--- src/rtl/lvds_serdes_multilane.sv ---
// ---------------------------------------------------------------------------
// lvds_serdes_multilane
//   Multi-lane, single-clock serializer/deserializer with per-lane word
//   alignment on a reserved training pattern.
//
//   Tx: one LANES*DATA_WIDTH word is accepted per DATA_WIDTH-cycle frame.
//   Each lane shifts its slice out MSB-first at one bit per clock. When no
//   word is offered at a frame boundary the lane sends TRAIN_PATTERN.
//   Rx: every lane hunts for TRAIN_PATTERN independently, confirms it on
//   LOCK_COUNT consecutive frame boundaries, then delivers non-training
//   words with a one-cycle strobe.
//
// Ports
//   clk_sys        sole clock, serial bit rate
//   reset          synchronous, active-high
//   tx_data_in     per-lane tx slices, lane l = [l*DATA_WIDTH +: DATA_WIDTH]
//   tx_data_valid  tx word offered
//   tx_data_ready  word accepted this cycle (frame boundary, not in reset)
//   tx_lvds_out_p  serial out, positive leg (one bit per lane)
//   tx_lvds_out_n  serial out, negative leg (~tx_lvds_out_p)
//   rx_lvds_in_p   serial in, single-ended (one bit per lane)
//   loopback       1: lane l receives tx_lvds_out_p[l]
//   rx_realign     pulse, returns all lanes to SEARCH
//   rx_data_out    received per-lane words
//   rx_data_valid  per-lane one-cycle strobe for its slice
//   rx_locked      lane is framed and delivering data
// ---------------------------------------------------------------------------
module lvds_serdes_multilane #(
  parameter int unsigned          DATA_WIDTH    = 8,
  parameter int unsigned          LANES         = 2,
  parameter logic [DATA_WIDTH-1:0] TRAIN_PATTERN = 8'hF0,
  parameter int unsigned          LOCK_COUNT    = 4
) (
  input  logic                          clk_sys,
  input  logic                          reset,
  input  logic [LANES*DATA_WIDTH-1:0]   tx_data_in,
  input  logic                          tx_data_valid,
  output logic                          tx_data_ready,
  output logic [LANES-1:0]              tx_lvds_out_p,
  output logic [LANES-1:0]              tx_lvds_out_n,
  input  logic [LANES-1:0]              rx_lvds_in_p,
  input  logic                          loopback,
  input  logic                          rx_realign,
  output logic [LANES*DATA_WIDTH-1:0]   rx_data_out,
  output logic [LANES-1:0]              rx_data_valid,
  output logic [LANES-1:0]              rx_locked
);

  localparam int unsigned    CW     = (DATA_WIDTH > 1) ? $clog2(DATA_WIDTH) : 1;
  localparam int unsigned    MW     = $clog2(LOCK_COUNT + 1);
  localparam logic [CW-1:0]  LAST   = CW'(DATA_WIDTH - 1);
  localparam logic [MW-1:0]  LOCK_N = MW'(LOCK_COUNT);

  typedef enum logic [1:0] {
    SEARCH,
    VERIFY,
    LOCKED
  } rx_state_e;

  // -------------------------------------------------------------------------
  // Tx: shared frame counter, per-lane shift registers
  // -------------------------------------------------------------------------
  logic [CW-1:0]                      bit_cnt_q, bit_cnt_d;
  logic                               tx_boundary;
  logic [LANES-1:0][DATA_WIDTH-1:0]   tx_sr_q, tx_sr_d;

  always_comb begin
    tx_boundary = (bit_cnt_q == LAST);
    bit_cnt_d   = tx_boundary ? '0 : bit_cnt_q + 1'b1;
    tx_sr_d     = tx_sr_q;
    for (int unsigned l = 0; l < LANES; l++) begin
      if (tx_boundary) begin
        tx_sr_d[l] = tx_data_valid ? tx_data_in[l*DATA_WIDTH +: DATA_WIDTH]
                                   : TRAIN_PATTERN;
      end else begin
        tx_sr_d[l] = {tx_sr_q[l][DATA_WIDTH-2:0], 1'b0};
      end
    end
  end

  always_ff @(posedge clk_sys) begin
    if (reset) begin
      bit_cnt_q <= LAST;
      tx_sr_q   <= '0;
    end else begin
      bit_cnt_q <= bit_cnt_d;
      tx_sr_q   <= tx_sr_d;
    end
  end

  // Ready is gated by reset so the source never sees an acceptance that the
  // reset is about to discard.
  assign tx_data_ready = tx_boundary & ~reset;

  always_comb begin
    tx_lvds_out_p = '0;
    for (int unsigned l = 0; l < LANES; l++) begin
      tx_lvds_out_p[l] = tx_sr_q[l][DATA_WIDTH-1];
    end
  end

  assign tx_lvds_out_n = ~tx_lvds_out_p;

  // -------------------------------------------------------------------------
  // Rx: one independent framer per lane
  // -------------------------------------------------------------------------
  for (genvar g = 0; g < LANES; g++) begin : g_lane
    logic                    rx_bit;
    logic [DATA_WIDTH-2:0]   sr_q, sr_d;
    logic [DATA_WIDTH-1:0]   window;
    logic [CW-1:0]           phase_q, phase_d;
    logic [MW-1:0]           match_q, match_d, match_inc;
    rx_state_e               state_q, state_d;
    logic [DATA_WIDTH-1:0]   data_q, data_d;
    logic                    valid_q, valid_d;
    logic                    locked_q;
    logic                    rx_boundary;
    logic                    is_train;

    assign rx_bit      = loopback ? tx_lvds_out_p[g] : rx_lvds_in_p[g];
    // The window includes the bit arriving this cycle, so a word whose last
    // bit is on the wire now is judged now and strobed on the next cycle.
    assign window      = {sr_q, rx_bit};
    assign rx_boundary = (phase_q == LAST);
    assign is_train    = (window == TRAIN_PATTERN);
    assign match_inc   = match_q + 1'b1;

    always_comb begin
      sr_d    = window[DATA_WIDTH-2:0];
      phase_d = rx_boundary ? '0 : phase_q + 1'b1;
      match_d = match_q;
      state_d = state_q;
      data_d  = data_q;
      valid_d = 1'b0;
      // Realign overrides everything, including a SEARCH hit and a LOCKED
      // data strobe in the same cycle; the presented data is left untouched.
      if (rx_realign) begin
        state_d = SEARCH;
        match_d = '0;
      end else begin
        unique case (state_q)
          SEARCH: begin
            if (is_train) begin
              // Restart framing so the next boundary lands exactly one word
              // after this hit.
              phase_d = '0;
              match_d = MW'(1);
              state_d = VERIFY;
            end
          end
          VERIFY: begin
            if (rx_boundary) begin
              if (is_train) begin
                match_d = match_inc;
                if (match_inc == LOCK_N) state_d = LOCKED;
              end else begin
                match_d = '0;
                state_d = SEARCH;
              end
            end
          end
          LOCKED: begin
            if (rx_boundary && !is_train) begin
              data_d  = window;
              valid_d = 1'b1;
            end
          end
          default: begin
            state_d = SEARCH;
            match_d = '0;
          end
        endcase
      end
    end

    always_ff @(posedge clk_sys) begin
      if (reset) begin
        sr_q     <= '0;
        phase_q  <= '0;
        match_q  <= '0;
        state_q  <= SEARCH;
        data_q   <= '0;
        valid_q  <= 1'b0;
        locked_q <= 1'b0;
      end else begin
        sr_q     <= sr_d;
        phase_q  <= phase_d;
        match_q  <= match_d;
        state_q  <= state_d;
        data_q   <= data_d;
        valid_q  <= valid_d;
        locked_q <= (state_d == LOCKED);
      end
    end

    assign rx_data_out[g*DATA_WIDTH +: DATA_WIDTH] = data_q;
    assign rx_data_valid[g]                        = valid_q;
    assign rx_locked[g]                            = locked_q;
  end

endmodule

--- config.mk ---
export PLATFORM = sky130hd
export DESIGN_NAME = lvds_serdes_multilane
export DESIGN_NICKNAME = d
export VERILOG_FILES = /design/src/rtl/lvds_serdes_multilane.sv
export SDC_FILE = /design/constraint.sdc
export NUM_CORES = 1
export LEC_CHECK = 0
export CAP_MARGIN = 20
export CORE_MARGIN = 2
export CORE_UTILIZATION = 40
export DETAILED_ROUTE_END_ITERATION = 12
export HOLD_SLACK_MARGIN = 0.12
export PLACE_DENSITY = 0.69
export SYNTH_ARGS = -nofsm -noshare
export SYNTH_HDL_FRONTEND = slang
export SYNTH_SLANG_ARGS = --single-unit
--- constraint.sdc ---
create_clock -name clk_sys -period 1.7 [get_ports clk_sys]
set_input_delay 0.425 -clock clk_sys [delete_from_list [all_inputs] [get_ports clk_sys]]
set_output_delay 0.425 -clock clk_sys [all_outputs]
set_load 0.05 [all_outputs]
==> impl_metrics.ini, run 1 <==
[critical_path]
crit_fanout = 2
ff2ff_setup_slack_ns = 0.07
cp_top_family = flip-flops
start_kind = flip-flop
required_ns = 1.27
worstSetupPathType = flip-flop to primary output
cp.arrival_ns = 1.27
crit_path_cell_trace = ha_4 -> ha_4 -> nor2b_4 -> buf_12
timing.critical_path.slowest_stage_cell = dfxtp_2
end_kind = primary output
cp_num_buf_inv = 1
path_common_cell = ha_4
max_stage_delay_ns = 0.33

[clock_tree]
clock_path_buffers = 2
cts_hold_buf = 0
numCtsBuffers = 9
cts_sinks = 69
clk_latency_ns = 0.35
clkSlewWorstSetupHoldPaths_ns = 0.07
cts_tree = done
root_buffer = clkbuf_8
htreeDepth = 3

[route]
initialDrtViolationCount = 47
routed-wl-met3_um = 261
via_per_inst = 5.03
drc = 0
wl_met2_um = 2600
top_layer_used = met4
wirelength_um = 5330
wl_per_cell_um = 12.9
dr.pass1.iters = 4
antenna_left = 0
route.layer.met1.wl_um = 2370
num_vias = 2079

[layout]
antenna_cells = 0
final_cell_count_no_fill = 413
drive_gt1_share_pct = 26.2
design_area_um2 = 3560
areaGrowthSynthToFinish_pct = 32.5
nets = 366
fillers = 567

[logic_synthesis]
synth.avg_cell_area_um2 = 10.2
ys_seq_area_share_pct = 51.3
yosys.cell_types.count = 46
synthCells = 265
syn-num-nets = 298
synth_warnings = 0
synth_area_um2 = 2690
ys_seq_elements = 69
async_flop_share_pct = 0
synth_edf_count = 0
synth-main-ff-cell = dfxtp_1

[sta]
hold_violations = 0
drv_slew = 0
worst_slew_pin_slew_ns = 0.313
max_slew_margin_pct = 79.1
final_period_minus_worst_setup_slack_ns = 1.70
fin_worst_skew_ns = 0.00764
max_freq_ghz = 0.590
setup_ws_ns = 0.00385
setup_viol = 0
whs_ns = 0.409
rsz0062_at_grt = yes
finalCritPeriodShare_pct = 99.8

[global_routing]
grt_pass1_wl_um = 9070
grt_use_total_pct = 15.6
grt_max_degree = 24
grt.overflow.total = 0
grt_pass1_vias = 2053
antenna_found_initial = 0

[place]
place_ws_ns = -0.573
hpwl_um = 3770
dp_cells = 397
portBuffers = 47
place_congestion = 0.810
placed_area_um2 = 3320

[floorplanning]
rows = 29
io_pins = 48
die-area_um2 = 7400
start_util_pct = 41.9
core-area_um2 = 6420
die_y_um = 86.0
die_w_um = 86.0

[worst_hold_path]
hp-class = flip-flop to flip-flop

[pwr]
fin_total_pwr_mw = 3.41
irDropWorstVdd_mv = 0.505
power_density_nw_per_um2 = 957
power_leakage_nw = 1.45

[outcome]
status = complete, no violations

[job]
maxCapViolCount = 0
## power breakdown
| group | switching [mW] | internal [mW] |
|---|---|---|
| Clock | 0.567 | 0.588 |
| Combinational | 0.260 | 0.241 |
| Sequential | 0.0464 | 1.71 |
| Total | 0.873 | 2.54 |
## sequential cells by signal, summed over array words and instances, names as in the netlist
signal	flops
bit_cnt_q	3
g_lane.data_q	16
g_lane.locked_q	2
g_lane.match_q	6
g_lane.phase_q	6
g_lane.sr_q	14
g_lane.state_q	4
g_lane.valid_q	2
tx_lvds_out_p	2
tx_sr_q	14
## cell usage after synthesis (2+ instances only)
master | n | area share (%)
a31oi_1 | 3 | 0.70
ha_1 | 10 | 4.6
and3_1 | 2 | 0.46
nand4b_1 | 3 | 0.98
nand3b_1 | 2 | 0.56
inv_1 | 4 | 0.56
and4_1 | 2 | 0.65
nand2b_1 | 3 | 0.70
nand3_1 | 5 | 0.93
buf_1 | 2 | 0.28
nor3_1 | 5 | 0.93
nand2_1 | 8 | 1.1
or2_2 | 3 | 0.70
clkbuf_1 | 8 | 1.1
nor2b_1 | 20 | 4.6
and2_1 | 6 | 1.4
buf_4 | 6 | 1.7
mux2i_1 | 14 | 5.2
a21oi_1 | 16 | 3.0
o22ai_1 | 8 | 1.9
nand4_1 | 3 | 0.70
nor2_1 | 33 | 4.6
nor3b_1 | 2 | 0.56
xor2_1 | 2 | 0.65
a32oi_1 | 2 | 0.65
dfxtp_1 | 69 | 51
o21ai_0 | 4 | 0.74
a22oi_1 | 2 | 0.56
## timing repair
action / in CTS / in global routing
buffers inserted: 1 / 1
pin swaps: 5 / 4
gates resized for setup: 10 / 8
endpoints found under the setup margin: 23 / 17
## cell usage in the layout, fill, tap and decap left out, drive strengths merged, types with 3 or more instances in the layout
cell type,count
o21ai,4
a31oi,3
nand4b,3
nand4,3
ha,10
o22ai,8
nand2b,3
or2,3
dfxtp,69
nor2,33
nor2b,20
clkdlybuf4s50,18
nand3,5
inv,4
nor3,5
buf,52
and2,7
clkbuf,12
nand2,8
a21oi,16
mux2i,14
## final timing paths
check | cells after the start | endpoint | startpoint
worst max-delay path | 4 | tx_data_ready | bit_cnt_q[0]
worst min-delay path | 1 | g_lane[0].phase_q[0] | g_lane[0].phase_q[0]
worst max register to register | 4 | g_lane[0].match_q[0] | g_lane[0].sr_q[0]
worst min register to register | 1 | g_lane[0].phase_q[0] | g_lane[0].phase_q[0]
## kinds of logic (layout without fill, tap and decap cells)
family / Yosys count / in the layout / synth area share, %
fa+ha+maj: 10 / 10 / 4.65
mux: 15 / 15 / 5.76
simple gates: 108 / 108 / 23.6
xor+xnor: 2 / 2 / 0.651
buf+inv: 20 / 91 / 3.63
flops: 69 / 69 / 51.3
compound gates: 41 / 41 / 10.4
## through the flow
step,utilization [%],TNS [ns]
after floorplan,-,-0.0254
after global placement,51.7,-13.95
after detailed placement,51.7,-14.86
after CTS,54.9,-0.00939
after global routing,55.5,-0.0416
final,55.5,0
## per-layer routing
metal / GRT usage, % / vias to the layer above
met5: 0 / -
met2: 26.0 / 38
met4: 6.20 / 0
met1: 18.6 / 972
met3: 4.91 / 9
li1: - / 1060
## final cells by class
cell class / instances / area (µm²) / area share [%]
sequential: 69 / 1390 / 38.9
multi-input combinational: 176 / 1270 / 35.7
timing repair buffer: 73 / 628 / 17.6
clock buffer: 12 / 155 / 4.35
tap: 77 / 96.3 / 2.70
inverter: 4 / 15.0 / 0.421
clock inverter: 2 / 10.0 / 0.281
No activity file was read; power rests on OpenSTA's default activity.
==> inputs of run 2 (changes only) <==
--- a/config.mk
+++ b/config.mk
@@ -9,7 +9,6 @@
 export CORE_MARGIN = 2
 export CORE_UTILIZATION = 40
 export DETAILED_ROUTE_END_ITERATION = 12
-export HOLD_SLACK_MARGIN = 0.12
 export PLACE_DENSITY = 0.69
 export SYNTH_ARGS = -nofsm -noshare
 export SYNTH_HDL_FRONTEND = slang
==> constraint.sdc (replaced) <==
create_clock -name clk_sys -period 1.5 [get_ports clk_sys]
set_input_delay 0.375 -clock clk_sys [delete_from_list [all_inputs] [get_ports clk_sys]]
set_output_delay 0.375 -clock clk_sys [all_outputs]
set_load 0.05 [all_outputs]
==> run 2 against run 1 <==
The run now ends with negative setup slack left. Sequential share of layout area decreased by 6.0 points. Sequential power up 14%. Cell count is 5.1% higher. Register-to-register slack got worse by 0.22 ns.
==> impl_metrics.ini, run 2 (synthesis gave the netlist of run 1 again) <==
[clock_tree]
numCtsBuffers = 9
clkSlewWorstSetupHoldPaths_ns = 0.08
cts_sinks = 69
clock_path_buffers = 2
htreeDepth = 3
clk_latency_ns = 0.34
cts_tree = done
root_buffer = clkbuf_8

[floorplanning]
die-area_um2 = 7400
die_w_um = 86.0
die_y_um = 86.0
start_util_pct = 41.9
rows = 29
io_pins = 48
core-area_um2 = 6420

[pwr]
power_frac_comb_pct = 15.7
power_leakage_nw = 1.64
p_sw_share_pct = 25.1
p_seq_share_pct = 45.4
clkPwrFrac_pct = 38.8
switching_power_mw = 1.10
irDropWorstVdd_mv = 0.516
power_density_nw_per_um2 = 1030
internal_power_mw = 3.28

[layout]
areaGrowthSynthToFinish_pct = 58.4
final_common_cell = dfxtp_1
antenna_cells = 0
reg_top3 = g_lane.data_q x16, g_lane.sr_q x14, tx_sr_q x14
fin_util_pct = 66.4
largest_reg_flops = 16
drive_gt1_share_pct = 38.4
largest_register = g_lane.data_q
nets = 385
mostFrequentLayoutCells = dfxtp_1, buf_4, nor2_1, buf_12, nor2b_1

[global_routing]
grt_pass1_vias = 2096
grt_pass1_wl_um = 9540
antenna_found_initial = 0
grt_use_total_pct = 16.5
grt.overflow.total = 0
grt_max_degree = 16

[critical_path]
r2r-start = tx_lvds_out_p[0]
cp.arrival_ns = 1.92
r2r_cells = 4
end_kind = flip-flop
start_kind = flip-flop
max_stage_delay_ns = 0.52
worstSetupPathType = flip-flop to flip-flop
crit_fanout = 5
cp_num_buf_inv = 0
timing.critical_path.slowest_stage_cell = or4b_4
r2r_end = g_lane[0].match_q[0]
ff2ff_setup_slack_ns = -0.15
crit_path_cell_trace = mux2_4 -> or4b_4 -> or3_1 -> a21oi_1
endpoint = g_lane[0].match_q[0]
cp-startpoint = tx_lvds_out_p[0]
required_ns = 1.77
cp_top_family = simple AND/OR/NAND/NOR gates
path_depth = 4

[sta]
fin_setup_tns_ns = -1.31
max_freq_ghz = 0.605
drv_slew = 0
fin_worst_skew_ns = 0.00728
final_period_minus_worst_setup_slack_ns = 1.65
setup_viol = 13
rsz0062_at_grt = yes
setup_ws_ns = -0.152
hold_violations = 0
max_slew_margin_pct = 75.9
finalCritPeriodShare_pct = 110
worst_slew_pin_slew_ns = 0.361

[route]
via_per_inst = 5.11
num_vias = 2219
wirelength_um = 5740
drc = 0
wl_per_cell_um = 13.2
dr.pass1.iters = 6
initialDrtViolationCount = 47
antenna_left = 0

[worst_hold_path]
hold_depth = 2
hp-class = input pin to flip-flop

[outcome]
violations = negative setup slack
status = complete, but fails checks

[place]
portBuffers = 47
place_ws_ns = -0.752
place_congestion = 0.781
hpwl_um = 3940

[job]
maxCapViolCount = 0
[run 2: layout make-up]
| type | instances | area [µm²] |
|---|---|---|
| fillers | 464 | 2160 |
| well taps | 77 | 96.3 |
| multi-input cells | 176 | 1450 |
| inverters | 4 | 15.0 |
| repair buffers | 92 | 1070 |
| flip-flops and latches | 69 | 1400 |
| clock buffers | 11 | 141 |
| clock inverters | 5 | 83.8 |
[run 2: power groups by stage]
stage / clock, mW / sequential (mW) / combinational [mW]
finish: 1.70 / 1.99 / 0.690
floorplan: 0 / 2.01 / 0.367
detailed placement: 0 / 2.02 / 0.655
CTS: 1.74 / 1.99 / 0.678
global route: 1.83 / 2.00 / 0.749
global placement: 0 / 2.02 / 0.639
[run 2: worst register-to-register path, delay by kind of cell, from the launching register on]
kind            cells  cell delay [ns]
mux                 1             0.29
simple gates        2             0.84
compound gates      1             0.14
flops               1             0.32
[run 2: metal layers]
metal	global-route usage (%)	share of wire (%)	up-vias	wire length, µm
li1	-	-	1104	-
met1	20.1	46	1049	2620
met2	26.8	48	56	2730
met3	5.49	4.8	10	277
met4	6.93	2.0	0	113
met5	0	0	-	0
[run 2: through the flow]
| stage | instance area (µm²) | std cells | hold slack [ns] | power [mW] |
|---|---|---|---|---|
| 2_1_floorplan | 2770 | 265 | 0.403 | 2.38 |
| 3_3_place_gp | 3780 | 410 | 0.417 | 2.66 |
| 3_5_place_dp | 3780 | 410 | 0.423 | 2.67 |
| 4_1_cts | 4110 | 428 | 0.359 | 4.40 |
| 5_1_grt | 4260 | 434 | 0.365 | 4.58 |
| 6_report | 4260 | 434 | 0.367 | 4.38 |
[run 2: how the worst min path moves through the flow]
stage | end | start
2_1_floorplan | g_lane[0].phase_q[0] | g_lane[0].phase_q[0]
3_3_place_gp | g_lane[0].phase_q[0] | g_lane[0].phase_q[0]
3_5_place_dp | g_lane[1].phase_q[0] | g_lane[1].phase_q[0]
4_1_cts | g_lane[1].data_q[4] | reset
5_1_grt | g_lane[1].data_q[4] | reset
6_report | g_lane[1].data_q[4] | reset
[run 2: what timing repair did]
action,in CTS,in global routing
hold buffers,0,0
setup endpoints to repair,36,33
pin swaps,8,19
resized for setup,27,29
setup buffers,2,7
